==> src/rtl/dmem_pkg.sv <==
// Shared types for the data-memory responder: FSM states, op encoding, wait counter width.
// State WPOST only exists when DMEM_POSTED_WR_EN is defined.
package dmem_pkg;

    localparam int WAIT_W = 4;

    typedef enum logic [1:0] {
        IDLE   = 2'd0,
        ACCESS = 2'd1,
`ifdef DMEM_POSTED_WR_EN
        DONE   = 2'd2,
        WPOST  = 2'd3
`else
        DONE   = 2'd2
`endif
    } state_t;

    typedef enum logic {
        OP_RD = 1'b0,
        OP_WR = 1'b1
    } op_t;

endpackage

==> src/rtl/dmem_ram.sv <==
// Single-port synchronous RAM. Read data is registered and only moves on a read,
// so it can serve directly as the responder's read-data output.
module dmem_ram #(
    parameter int ADDR_W = 8,
    parameter int DATA_W = 16
) (
    input  logic              clk,
    input  logic              rst,
    input  logic              en,
    input  logic              we,
    input  logic [ADDR_W-1:0] addr,
    input  logic [DATA_W-1:0] wdata,
    output logic [DATA_W-1:0] rdata
);

    logic [DATA_W-1:0] mem [2**ADDR_W];

    // Array contents are deliberately left out of reset.
    always_ff @(posedge clk) begin
        if (en && we) begin
            mem[addr] <= wdata;
        end
    end

    always_ff @(posedge clk or posedge rst) begin
        if (rst) begin
            rdata <= '0;
        end else if (en && !we) begin
            rdata <= mem[addr];
        end
    end

endmodule

==> src/rtl/data_mem_responder.sv <==
// Memory end of the MR/MW interface: latches a request, waits WAIT_STATES cycles,
// performs the RAM access and pulses ready. Define DMEM_POSTED_WR_EN for early write ack.
module data_mem_responder
    import dmem_pkg::*;
#(
    parameter int ADDR_W      = 8,
    parameter int DATA_W      = 16,
    parameter int WAIT_STATES = 1
) (
    input  logic              clk,
    input  logic              rst,
    input  logic              MR,
    input  logic              MW,
    input  logic [ADDR_W-1:0] addr,
    input  logic [DATA_W-1:0] W_MEM_OUT,
    output logic [DATA_W-1:0] W_MEM_IN,
    output logic              ready,
    output logic              busy
);

    localparam logic [WAIT_W-1:0] WAIT_INIT = WAIT_W'(WAIT_STATES);

    state_t            state;
    op_t               op;
    logic [WAIT_W-1:0] cnt;
    logic [ADDR_W-1:0] addr_q;
    logic [DATA_W-1:0] data_q;
    logic              ram_en;

`ifdef DMEM_POSTED_WR_EN
    assign ram_en = ((state == ACCESS) || (state == WPOST)) && (cnt == '0);
`else
    assign ram_en = (state == ACCESS) && (cnt == '0);
`endif

    assign busy = (state != IDLE);

    dmem_ram #(
        .ADDR_W(ADDR_W),
        .DATA_W(DATA_W)
    ) u_ram (
        .clk  (clk),
        .rst  (rst),
        .en   (ram_en),
        .we   (op == OP_WR),
        .addr (addr_q),
        .wdata(data_q),
        .rdata(W_MEM_IN)
    );

    // MR wins when both requests are high; the write is simply dropped.
    always_ff @(posedge clk or posedge rst) begin
        if (rst) begin
            state  <= IDLE;
            op     <= OP_RD;
            cnt    <= '0;
            addr_q <= '0;
            data_q <= '0;
            ready  <= 1'b0;
        end else begin
            ready <= 1'b0;
            case (state)
                IDLE: begin
                    if (MR || MW) begin
                        op     <= MR ? OP_RD : OP_WR;
                        addr_q <= addr;
                        data_q <= W_MEM_OUT;
                        cnt    <= WAIT_INIT;
`ifdef DMEM_POSTED_WR_EN
                        if (!MR) begin
                            ready <= 1'b1;
                            state <= WPOST;
                        end else begin
                            state <= ACCESS;
                        end
`else
                        state  <= ACCESS;
`endif
                    end
                end
                ACCESS: begin
                    if (cnt != '0) begin
                        cnt <= cnt - 1'b1;
                    end else begin
                        ready <= 1'b1;
                        state <= DONE;
                    end
                end
                DONE: begin
                    state <= IDLE;
                end
`ifdef DMEM_POSTED_WR_EN
                // Write already acknowledged; just count down to the commit.
                WPOST: begin
                    if (cnt != '0) begin
                        cnt <= cnt - 1'b1;
                    end else begin
                        state <= IDLE;
                    end
                end
`endif
                default: begin
                    state <= IDLE;
                end
            endcase
        end
    end

endmodule
==> config.mk <==
export PLATFORM = sky130hd
export DESIGN_NAME = data_mem_responder
export DESIGN_NICKNAME = d
export VERILOG_FILES = /design/src/rtl/dmem_pkg.sv /design/src/rtl/dmem_ram.sv /design/src/rtl/data_mem_responder.sv
export SDC_FILE = /design/constraint.sdc
export NUM_CORES = 2
export LEC_CHECK = 0
export CORE_UTILIZATION = 45
export DETAILED_ROUTE_END_ITERATION = 7
export PLACE_DENSITY = 0.65
export SYNTH_ARGS = -nofsm -noshare
export SYNTH_HDL_FRONTEND = slang
export SYNTH_SLANG_ARGS = --single-unit
==> constraint.sdc <==
create_clock -name clk -period 11.1 [get_ports clk]
set_clock_uncertainty 0.1 [all_clocks]
set_input_delay 3.33 -clock clk [delete_from_list [all_inputs] [get_ports clk]]
set_output_delay 3.33 -clock clk [all_outputs]
set_load 0.02 [all_outputs]
==> metrics.md <==
| Metric | Value |
|---|---|
| Status | finished clean |
| Clock Tree Buf Depth | 4 |
| Seq. cell area | 124000 um2 |
| Psw | 16.0 mW |
| CTS tree | done |
| Mux cell area share after synthesis | 16.2% |
| Setup Crit Path Kind | reg -> reg |
| R2R cell count | 8 |
| Main synth FF type | edfxtp_1 |
| Endpoints failing setup | 0 |
| Worst endpoint data arrival time | 6620 ps |
| Power per Cell Area | 268 nW/um2 |
| Xor/xnor share of the synthesized area | 0.00550% |
| Tcrit/Tclk final | 52.4% |
| Cells after synthesis | 7201 |
| Simple-gate portion of the synthesized area | 2.01% |
| Inserted Clock Buffers | 403 |
| Setup WS pre-CTS | 5390 ps |
| Die W | 597 um |
| Synth Area in Compound Gates | 2.29% |
| Core ar. | 352000 um2 |
| DR DRC count | 0 |
| DRT Wirelength | 433000 um |
| Global-route wire length before repair | 605000 um |
| Post-Place Cell Area | 167000 um2 |
| Logic gate share of total power | 29.1% |
| Wire per inst | 34.1 um |
| Hold path start | u_ram.rdata[13] |
| Yosys Warn Count | 0 |
| Core Rows | 218 |
| Mapped Area | 159000 um2 |
| Sum Neg Setup Slack | 0 ps |
| Final critical-path required period | 5820 ps |
| Initial Utilization | 45.2% |
| Avg Inst Size Synth | 22.1 um2 |
| Clock Power Share | 28.2% |
| Nets@finish | 7647 |
| Synthesized flop and latch total | 4144 |
| Hold Crit Class | reg -> reg |
| Clock slew at reported path FFs | 60 ps |
| Vias per cell | 6.21 |
| Largest family of logic cells by synthesized area | multiplexers |
| Switching Share | 33.2% |
| Fin area | 180000 um2 |
| Gr usage total | 24.1% |
| Die H | 597 um |
| Post-CTS Hold Buffers | 0 |
| Detailed Place HPWL | 255000 um |
| Reg2Reg Capture Point | u_ram.rdata[8] |
| Crit Path Max Fanout | 52 |
| Final Hold Viols | 0 |
| Area of the multi-input gates | 32900 um2 |
| Die ar. | 356000 um2 |
| Clock Sinks | 4144 |
| Final WS setup | 5280 ps |
| Number of fillers in the final layout | 27300 |
| Largest net degree at the start of global routing | 193 |
| Crit-path max cell delay | 960 ps |
| Syn_nets | 7230 |
| Worst Tran Pin Value | 1400 ps |
| Max cap viols | 0 |
| Post-CTS sizing | 0 |
| RSZ-0062 raised after global routing | no |
| Port bufs | 45 |
| Startpoint class of the critical path | flip-flop |
| Skew-Pair Late Insertion Delay | 1000 ps |
| Pins Over Slew Limit | 0 |
| Seq/Total Area, Yosys | 78.0% |
| Post-synth ARST share | 1.16% |
| R2r startpoint | addr_q[0] |
| Fraction of layout cells with a size suffix above 1 | 26.5% |
| Vias in the first global route | 77600 |
| Post-Synth Adder-Cell Area | 0.00786% |
| CTS Root Cell | clkbuf_16 |
| Gr ovfl total | 0 |
| Io pins | 46 |
| Critical path endpoint category | flip-flop |
| Postcts setup bufs | 0 |
| Fmax | 172 MHz |
| Pre-Repair DR Iteration Count | 8 |
| Final Util | 51.0% |
| Leakage | 56.0 nW |
| Slew HR | 6.35% |
| Routability cong. | 0.871 |
| H-tree depth | 5 |
| Detail Route Antenna Nets | 0 |
| Post-synth EDFFs | 4096 |
| VDD IR max | 0.332 mV |
| Area Growth Syn to Fin | 12.9% |
| FF-to-FF setup slack | 5280 ps |
| Slowest cell on the critical path | buf_4 |
| Initial DRC Count | 11600 |
| Sequential share of power | 42.8% |
| CP required | 11900 ps |
| Routed via count | 78700 |
| Antenna violations before repair | 23 |
| Internal power | 32.2 mW |
| Critical-path cell list | buf_4, buf_4, or3_2, o22ai_1, nor3_1, o221ai_1, nor3_1, o32a_1 |
| Synth cell types | 66 |
| Hold-critical path depth | 2 |
| Hold EP | u_ram.rdata[13] |
[logic make-up (layout without fill, tap and decap cells)]
kind of cell | count (synthesis) | after routing
xor+xnor | 1 | 1
buf+inv | 436 | 1182
fa+ha+maj | 1 | 1
compound gates | 531 | 531
flops | 4144 | 4144
simple gates | 726 | 726
mux | 1362 | 1362
other cells | 0 | 6
[layer usage]
metal / vias to the layer above / track usage (%) / wire length, um
met4: 8 / 9.61 / 19800
li1: 31200 / - / -
met2: 4597 / 37.3 / 203000
met3: 729 / 5.10 / 44700
met5: - / 0 / 49
met1: 42200 / 33.5 / 165000
[area by class of cell]
type | count | area share, %
repair buffers | 425 | 1.93
clock buffers | 504 | 5.89
inverters | 23 | 0.0515
flip-flops and latches | 4144 | 69.2
multi-input cells | 2621 | 18.3
clock inverters | 230 | 1.34
diodes | 6 | 0.00835
well taps | 4730 | 3.29
[synth_stat cells (25+ instances only)]
library cell / instances / area share [%]
nor3_1: 38 / 0.12
nor2b_1: 39 / 0.15
nand2_1: 230 / 0.54
mux2i_1: 287 / 1.8
nand3_1: 39 / 0.12
a21oi_1: 71 / 0.22
o22ai_1: 117 / 0.46
a211oi_1: 29 / 0.14
nand4_1: 25 / 0.098
a22oi_1: 65 / 0.31
clkbuf_1: 119 / 0.28
buf_2: 187 / 0.59
mux2_2: 108 / 0.76
dfrtp_1: 48 / 0.75
buf_4: 79 / 0.37
a31oi_1: 27 / 0.11
a32oi_1: 34 / 0.19
edfxtp_1: 4096 / 77
nor2_1: 288 / 0.68
o21ai_0: 64 / 0.20
mux4_2: 967 / 14
[registers in the layout, summed over array words and instances, names as in the netlist]
signal,flops
addr_q,8
cnt,4
data_q,16
op,1
ready,1
state,2
u_ram.mem,4096
u_ram.rdata,16
[worst max path at each step]
stage                    from             end  slack (ps)  cells past startpoint
2_1_floorplan              MW       data_q[0]        6320                      4
3_3_place_gp        addr_q[0]  u_ram.rdata[1]        5100                      8
3_5_place_dp        addr_q[0]  u_ram.rdata[0]        5390                      8
4_1_cts        u_ram.rdata[3]     W_MEM_IN[3]        5300                      1
5_1_grt             addr_q[0]  u_ram.rdata[7]        5080                      8
6_report            addr_q[0]  u_ram.rdata[8]        5280                      8
[power groups by stage]
stage | clock network [mW] | registers [mW] | logic [mW]
after detailed placement | 0 | 21.0 | 13.9
after floorplan | 0 | 21.7 | 7.73
after global placement | 0 | 20.9 | 13.7
final | 13.6 | 20.6 | 14.0
after CTS | 13.7 | 20.6 | 14.0
after global routing | 14.3 | 20.7 | 14.5
[cell usage in the layout (no fill, tap or decap), types with 38 or more instances in the layout]
master,synthesis,layout
a21oi_1,71,71
a22oi_1,65,65
buf_4,79,366
bufinv_16,0,40
clkbuf_1,119,94
clkbuf_16,0,408
clkdlybuf4s50_1,0,45
clkinv_1,7,98
clkinv_2,0,71
edfxtp_1,4096,4096
mux2_2,108,108
mux2i_1,287,287
mux4_2,967,967
nand2_1,230,218
nand3_1,39,38
nor2_1,288,248
nor3_1,38,38
o21ai_0,64,64
o22ai_1,117,117
[worst max-delay path: cells and delay by family, from the launching register on]
kind            cells  cell delay, ps
buf+inv             2            1540
compound gates      3            1040
flops               1             740
simple gates        3            2200
[metrics by stage]
step | hold WS [ps] | power [mW] | instances
after floorplan | 371 | 29.5 | 7201
after global placement | 391 | 34.6 | 11900
after detailed placement | 426 | 34.9 | 11900
after CTS | 438 | 48.3 | 12700
after global routing | 481 | 49.5 | 12700
final | 440 | 48.2 | 12700
Note: power is estimated with default switching activity, not from simulation.
